`config.mk`:
```
export PLATFORM = sky130hd
export DESIGN_NAME = mul_share_ctrl_flat
export DESIGN_NICKNAME = d
export VERILOG_FILES = /design/src/rtl/mul_share_ctrl_pkg.sv /design/src/rtl/mul_share_ctrl_if.sv /design/src/rtl/mul_share_ctrl_mult.sv /design/src/rtl/mul_share_ctrl_rr_arbiter.sv /design/src/rtl/mul_share_ctrl.sv /design/src/flat_wrapper.sv
export SDC_FILE = /design/constraint.sdc
export NUM_CORES = 2
export LEC_CHECK = 0
export ABC_AREA = 1
export CORE_MARGIN = 2
export CORE_UTILIZATION = 56
export DETAILED_ROUTE_END_ITERATION = 7
export PLACE_DENSITY = 0.83
export SYNTH_ARGS = -nofsm -noshare
export SYNTH_HDL_FRONTEND = slang
export SYNTH_SLANG_ARGS = --single-unit
```
`constraint.sdc`:
```
create_clock -name clk -period 6.2 [get_ports clk]
set_input_delay 1.24 -clock clk [delete_from_list [all_inputs] [get_ports clk]]
set_output_delay 1.24 -clock clk [all_outputs]
set_load 0.005 [all_outputs]
```
`src/rtl/mul_share_ctrl_pkg.sv`:
```
// Shared definitions for the shared-multiplier controller.
//   - state_e: controller states (IDLE -> CALC -> RESP -> IDLE)
//   - clog2_min1: index width helper that never returns 0
package mul_share_ctrl_pkg;

  localparam int STATE_W = 2;

  typedef enum logic [STATE_W-1:0] {
    S_IDLE = 2'd0,
    S_CALC = 2'd1,
    S_RESP = 2'd2
  } state_e;

  // Width of an index/counter able to hold values 0..n-1, at least one bit.
  function automatic int clog2_min1(input int n);
    return (n > 1) ? $clog2(n) : 1;
  endfunction

endpackage

```
`src/rtl/mul_share_ctrl_if.sv`:
```
// Requester-side bus of the shared multiplier.
//   req_valid/req_ready : per-requester operation handshake (one-hot ready)
//   req_in1/req_in2     : packed operands, requester i at [i*WIDTH +: WIDTH]
//   rsp_valid/rsp_ready : per-requester result handshake (one-hot valid)
//   rsp_out             : shared product bus, 2*WIDTH bits
//   busy                : controller not idle
// master = requester side, slave = controller side.
interface mul_share_ctrl_if #(
  parameter int NREQ  = 4,
  parameter int WIDTH = 32
);
  logic [NREQ-1:0]       req_valid;
  logic [NREQ-1:0]       req_ready;
  logic [NREQ*WIDTH-1:0] req_in1;
  logic [NREQ*WIDTH-1:0] req_in2;
  logic [NREQ-1:0]       rsp_valid;
  logic [NREQ-1:0]       rsp_ready;
  logic [2*WIDTH-1:0]    rsp_out;
  logic                  busy;

  modport master (
    output req_valid, req_in1, req_in2, rsp_ready,
    input  req_ready, rsp_valid, rsp_out, busy
  );

  modport slave (
    input  req_valid, req_in1, req_in2, rsp_ready,
    output req_ready, rsp_valid, rsp_out, busy
  );
endinterface

```
`src/rtl/mul_share_ctrl_mult.sv`:
```
// Combinational unsigned multiplier array: p = a * b, exact 2*WIDTH product.
//   a, b : WIDTH-bit operands
//   p    : 2*WIDTH-bit product
module Multiplier #(
  parameter int WIDTH = 32
) (
  input  logic [WIDTH-1:0]   a,
  input  logic [WIDTH-1:0]   b,
  output logic [2*WIDTH-1:0] p
);
  assign p = {{WIDTH{1'b0}}, a} * {{WIDTH{1'b0}}, b};
endmodule

```
`src/rtl/mul_share_ctrl_rr_arbiter.sv`:
```
// Combinational round-robin arbiter.
//   req     : request vector
//   ptr     : index of last winner; scan starts at ptr+1 modulo N
//   gnt     : one-hot grant (all zero when no request)
//   gnt_idx : binary index of the grant (0 when no request)
module rr_arbiter
  import mul_share_ctrl_pkg::*;
#(
  parameter int N = 4
) (
  input  logic [N-1:0]               req,
  input  logic [clog2_min1(N)-1:0]   ptr,
  output logic [N-1:0]               gnt,
  output logic [clog2_min1(N)-1:0]   gnt_idx
);
  localparam int IW = clog2_min1(N);

  logic          found_s;
  logic [IW-1:0] idx_s;

  // Scan ptr+1 .. ptr+N modulo N; first requester found wins.
  always_comb begin
    gnt     = '0;
    gnt_idx = '0;
    found_s = 1'b0;
    idx_s   = '0;
    for (int k = 1; k <= N; k++) begin
      idx_s = IW'((int'(ptr) + k) % N);
      if (!found_s && req[idx_s]) begin
        found_s      = 1'b1;
        gnt[idx_s]   = 1'b1;
        gnt_idx      = idx_s;
      end else begin
        found_s = found_s;
      end
    end
  end
endmodule

```
`src/rtl/mul_share_ctrl.sv`:
```
// Shares one combinational multiplier among NREQ requesters.
// Round-robin grant in IDLE, operands latched on accept, CALC_CYC settle
// cycles in CALC, result held in RESP until the granted requester accepts.
//   clk : rising-edge clock
//   rst : synchronous active-high reset
//   bus : requester bus (slave side), see mul_share_ctrl_if
module mul_share_ctrl
  import mul_share_ctrl_pkg::*;
#(
  parameter int WIDTH    = 32,
  parameter int NREQ     = 4,
  parameter int CALC_CYC = 2
) (
  input  logic              clk,
  input  logic              rst,
  mul_share_ctrl_if.slave   bus
);
  localparam int IW = clog2_min1(NREQ);
  localparam int CW = clog2_min1(CALC_CYC);

  state_e             state_q, state_d;
  logic [IW-1:0]      rr_ptr_q, rr_ptr_d;
  logic [IW-1:0]      gnt_q, gnt_d;
  logic [CW-1:0]      cnt_q, cnt_d;
  logic [WIDTH-1:0]   op1_q, op1_d;
  logic [WIDTH-1:0]   op2_q, op2_d;
  logic [2*WIDTH-1:0] res_q, res_d;

  logic [NREQ-1:0]    arb_gnt_s;
  logic [IW-1:0]      arb_idx_s;
  logic [2*WIDTH-1:0] mult_p_s;
  logic [NREQ-1:0]    req_ready_s;
  logic [NREQ-1:0]    rsp_valid_s;
  logic [2*WIDTH-1:0] rsp_out_s;

  rr_arbiter #(.N(NREQ)) u_arb (
    .req     (bus.req_valid),
    .ptr     (rr_ptr_q),
    .gnt     (arb_gnt_s),
    .gnt_idx (arb_idx_s)
  );

  // Multiplier sees only the latched operands, so its inputs are stable in CALC.
  Multiplier #(.WIDTH(WIDTH)) u_mult (
    .a (op1_q),
    .b (op2_q),
    .p (mult_p_s)
  );

  // Next-state and output decode.
  always_comb begin
    state_d     = state_q;
    rr_ptr_d    = rr_ptr_q;
    gnt_d       = gnt_q;
    cnt_d       = cnt_q;
    op1_d       = op1_q;
    op2_d       = op2_q;
    res_d       = res_q;
    req_ready_s = '0;
    rsp_valid_s = '0;
    rsp_out_s   = '0;
    case (state_q)
      S_IDLE: begin
        // Ready goes only to the winner, which is by construction valid,
        // so a nonzero grant is always a transfer.
        if (|arb_gnt_s) begin
          req_ready_s = arb_gnt_s;
          gnt_d       = arb_idx_s;
          cnt_d       = CW'(CALC_CYC - 1);
          state_d     = S_CALC;
          for (int i = 0; i < NREQ; i++) begin
            if (arb_gnt_s[i]) begin
              op1_d = bus.req_in1[i*WIDTH +: WIDTH];
              op2_d = bus.req_in2[i*WIDTH +: WIDTH];
            end else begin
              op1_d = op1_d;
              op2_d = op2_d;
            end
          end
        end else begin
          state_d = S_IDLE;
        end
      end
      S_CALC: begin
        if (cnt_q == '0) begin
          res_d   = mult_p_s;
          state_d = S_RESP;
        end else begin
          cnt_d = cnt_q - CW'(1);
        end
      end
      S_RESP: begin
        rsp_valid_s[gnt_q] = 1'b1;
        rsp_out_s          = res_q;
        // Only the granted requester's rsp_ready can complete the op.
        if (bus.rsp_ready[gnt_q]) begin
          rr_ptr_d = gnt_q;
          state_d  = S_IDLE;
        end else begin
          state_d  = S_RESP;
        end
      end
      default: begin
        state_d = S_IDLE;
      end
    endcase
  end

  // State and datapath registers with synchronous reset.
  always_ff @(posedge clk) begin
    if (rst) begin
      state_q  <= S_IDLE;
      rr_ptr_q <= IW'(NREQ - 1);
      gnt_q    <= '0;
      cnt_q    <= '0;
      op1_q    <= '0;
      op2_q    <= '0;
      res_q    <= '0;
    end else begin
      state_q  <= state_d;
      rr_ptr_q <= rr_ptr_d;
      gnt_q    <= gnt_d;
      cnt_q    <= cnt_d;
      op1_q    <= op1_d;
      op2_q    <= op2_d;
      res_q    <= res_d;
    end
  end

  assign bus.req_ready = req_ready_s;
  assign bus.rsp_valid = rsp_valid_s;
  assign bus.rsp_out   = rsp_out_s;
  assign bus.busy      = (state_q != S_IDLE);

endmodule

```
`src/flat_wrapper.sv`:
```
// flat-port wrapper written by rule: the top's interface ports become plain ports
module mul_share_ctrl_flat import mul_share_ctrl_pkg::*;
#(
  parameter int WIDTH    = 32,
  parameter int NREQ     = 4,
  parameter int CALC_CYC = 2
)
  (clk, rst, bus_req_valid, bus_req_in1, bus_req_in2, bus_rsp_ready, bus_req_ready, bus_rsp_valid, bus_rsp_out, bus_busy);
  mul_share_ctrl_if #(.NREQ(NREQ), .WIDTH(WIDTH)) bus_i ();
  input  logic clk;
  input  logic rst;
  input wire logic [$bits(bus_i.req_valid)-1:0] bus_req_valid;
  input wire logic [$bits(bus_i.req_in1)-1:0] bus_req_in1;
  input wire logic [$bits(bus_i.req_in2)-1:0] bus_req_in2;
  input wire logic [$bits(bus_i.rsp_ready)-1:0] bus_rsp_ready;
  output wire logic [$bits(bus_i.req_ready)-1:0] bus_req_ready;
  output wire logic [$bits(bus_i.rsp_valid)-1:0] bus_rsp_valid;
  output wire logic [$bits(bus_i.rsp_out)-1:0] bus_rsp_out;
  output wire logic [$bits(bus_i.busy)-1:0] bus_busy;
  assign bus_i.req_valid = bus_req_valid;
  assign bus_i.req_in1 = bus_req_in1;
  assign bus_i.req_in2 = bus_req_in2;
  assign bus_i.rsp_ready = bus_rsp_ready;
  assign bus_req_ready = bus_i.req_ready;
  assign bus_rsp_valid = bus_i.rsp_valid;
  assign bus_rsp_out = bus_i.rsp_out;
  assign bus_busy = bus_i.busy;
  mul_share_ctrl #(.WIDTH(WIDTH), .NREQ(NREQ), .CALC_CYC(CALC_CYC)) u_core (.clk(clk), .rst(rst), .bus(bus_i));
endmodule
```
==> results_dict.tcl <==
set metrics [dict create \
    status "complete, but fails checks" \
    violations "DRC, setup timing" \
    place_congestion 1.016 \
    io_pins 339 \
    clkSinkCount 135 \
    clockBufferDepth 2 \
    period_minus_slack_ns 6.937 \
    cp_data_arrival_time_ns 7.34 \
    fillers 5559 \
    vias 44200 \
    ys_seq_area_share_pct 6.106 \
    core_area_um2 78610 \
    antenna_found_initial 2 \
    drt_iter0_markers 5180 \
    worstSetupPathType "reg -> reg" \
    ant_nets 0 \
    cp_max_fo 6 \
    portBuffers 338 \
    relSlewSlack_pct 35.14 \
    async_reset_ff_share_pct 0 \
    routed_wl_um 169200 \
    die_y_um 285.1 \
    drive_gt1_share_pct 16.47 \
    synth_compound_area_share_pct 3.921 \
    synth_top_family_by_area "adder cells" \
    syn_nets 7773 \
    maxCapViolCount 0 \
    crit_slowest_cell "fa_1" \
    clk_pin_slew_ns 0.08 \
    hpwl_um 122900 \
    yosys_warnings 0 \
    min_path_cells 2 \
    dp_slack_ns -0.8539 \
    hp-class "reg -> reg" \
    ys_types 41 \
    path_delay_family "adder cells" \
    register_area_um2 2768 \
    synthFlopType "dfxtp_1" \
    crit_top_cell "fa_1" \
    worstSetupStartpoint "u_core.op2_q[9]" \
    layout_setup_ws_ns -0.7375 \
    grt_max_degree 87 \
    cts_made_buffers 17 \
    fmax_mhz 144.1 \
    syn_inst 6344 \
    multi_input_area_um2 35580 \
    syn_to_final_growth_pct 27.13 \
    ff2ff_path_depth 28 \
    hold_violations 0 \
    rrSetupSlack_ns -0.74 \
    die-area_um2 81300 \
    synth-seq-cells 135 \
    synth_area_um2 44260 \
    initial_utilization_pct 56.30 \
    grt_pass1_vias 44830 \
    final_max_slew_viol_count 0 \
    synth-simple-area-share_pct 21.68 \
    cp_num_buf_inv 8 \
    cts_root_buffer "clkbuf_16" \
    synth_xor_area_share_pct 0.5936 \
    rr_startpoint "u_core.op2_q[9]" \
    reg2reg_to "u_core.res_q[50]" \
    grt_pass1_wl_um 242700 \
    final.period_utilization_pct 111.9 \
    synth_edf_count 0 \
    slowest_delay_ns 0.63 \
    syn_avg_cell_area_um2 6.977 \
    cts_hold_buf 0 \
    skew_ns 0.02269 \
    cp-end-kind "flip-flop" \
    wire_per_inst_um 21.35 \
    rows 103 \
    rsz0062_at_grt "yes" \
    cp-start-kind "flip-flop" \
    track_usage_pct 38.45 \
    tightestPinTransition_ns 0.9729 \
    critical_path_depth 28 \
    cts_max_level 4 \
    drtPass1Iterations 8 \
    via_per_inst 5.577 \
    cp-endpoint "u_core.res_q[50]" \
    drc 1 \
    synthAdderAreaFrac_pct 48.07 \
    synthMuxAreaShare_pct 0.02261 \
    die_w_um 285.1 \
    setup_viol 51 \
    worstPathRequired_ns 6.60 \
    grt-ovfl-total 0 \
    clk_latency_ns 0.52 \
    tritoncts "yes" \
    nets 8290 \
]
## per-layer routing
layer  track usage (%)  wire (µm)  share of wire [%]  up-vias
met5                 0         25              0.015        -
met4             19.31      13280                7.8        4
met3             8.688      21400                 13     1007
met2             61.26      76290                 45     3225
met1             49.49      58250                 34    21070
li1                  -          -                  -    18890
## flip-flops by register name, summed over array words and instances, names as in the netlist
register	count
u_core.cnt_q	1
u_core.gnt_q	2
u_core.op1_q	32
u_core.op2_q	32
u_core.res_q	64
u_core.rr_ptr_q	2
u_core.state_q	2
## cell type report
type | count | share of cell area (%)
Clock inverter | 15 | 0.3157
Antenna cell | 2 | 0.008894
Multi-Input combinational cell | 3933 | 63.22
Clock buffer | 17 | 0.7560
Inverter | 1907 | 12.73
Timing Repair Buffer | 867 | 15.72
Sequential cell | 135 | 4.918
Tap cell | 1050 | 2.335
## cells by family (layout without fill, tap and decap cells)
group | after synthesis | count (layout)
DFF | 135 | 135
and+or+nand+nor | 2404 | 2404
xor gates and xnor gates | 30 | 30
AOI/OAI and AO/OA | 335 | 335
muxes | 1 | 1
other | 0 | 2
buffers and inverters | 2276 | 2806
adders and majority gates | 1163 | 1163
## worst min path at each step
stage / startpoint / end / slack [ns]
after CTS: u_core.res_q[1] / u_core.res_q[1] / 0.46
after detailed placement: u_core.res_q[1] / u_core.res_q[1] / 0.45
after global placement: u_core.res_q[4] / u_core.res_q[4] / 0.45
after global routing: u_core.res_q[1] / u_core.res_q[1] / 0.49
after floorplan: u_core.res_q[1] / u_core.res_q[1] / 0.43
final: u_core.res_q[1] / u_core.res_q[1] / 0.46
## tightest hold or removal path: stages, from the launching register on
cell and delay (ns):
dfxtp_1 0.30, inv_1 0.06, a21oi_1 0.05
## through the flow
stage / setup TNS, ns / hold slack [ns] / instance area (µm²) / std cells / util, %
global route: -38.65 / 0.4861 / 56270 / 7924 / 71.58
detailed placement: -29.02 / 0.4517 / 51890 / 7832 / 66.01
CTS: -20.70 / 0.4612 / 53990 / 7890 / 68.68
global placement: -26.67 / 0.4497 / 51890 / 7832 / 66.01
finish: -28.57 / 0.4588 / 56270 / 7926 / 71.58
floorplan: -0.02623 / 0.4302 / 44480 / 6344 / -
## cells in the final DEF (no fill, tap or decap), drive strengths merged, types with 2 or more instances in the layout
master | Yosys | routed
o21bai | 5 | 5
diode | 0 | 2
a21o | 4 | 4
nand3 | 227 | 227
nor2 | 334 | 334
a21boi | 4 | 4
inv | 1906 | 1916
clkbuf | 304 | 23
nand4 | 80 | 80
a21oi | 221 | 221
clkdlybuf4s50 | 0 | 337
clkinvlp | 0 | 2
fa | 896 | 896
nand2 | 1745 | 1745
xor2 | 26 | 26
nor3 | 13 | 13
ha | 267 | 267
xnor2 | 4 | 4
and2 | 2 | 2
clkinv | 1 | 3
o21ai | 93 | 93
a31oi | 2 | 2
dfxtp | 135 | 135
buf | 65 | 523
o211ai | 3 | 3
## timing repair
| action | in CTS | in global routing |
|---|---|---|
| buffers inserted | 23 | 38 |
| setup endpoints to repair | 54 | 54 |
| cloned | 3 | 6 |
| resized for setup | 331 | 500 |
| pin swaps | 67 | 184 |
| endpoints found under the hold margin | 0 | 0 |
## cell usage after synthesis, types with 2 or more instances
cell	count	share of area, %
a21boi_0	2	0.034
a21boi_1	2	0.034
a21o_1	4	0.068
a21oi_1	219	2.5
a21oi_2	2	0.040
a31oi_1	2	0.028
and2_1	2	0.028
buf_1	11	0.093
buf_2	40	0.45
buf_4	6	0.10
buf_6	8	0.20
clkbuf_1	304	2.6
dfxtp_1	135	6.1
fa_1	896	41
ha_1	267	7.5
inv_1	1903	16
inv_2	2	0.017
nand2_1	1738	15
nand2_2	6	0.085
nand3_1	225	2.5
nand3_2	2	0.045
nand4_1	80	1.1
nor2_1	330	2.8
nor2_4	3	0.076
nor3_1	13	0.15
o211ai_1	3	0.051
o21ai_0	93	1.1
o21bai_1	5	0.085
xnor2_1	4	0.079
xor2_1	26	0.51
Power is not shown: default switching activity piles up to over one toggle a cycle in this logic, so the estimate is an artifact.
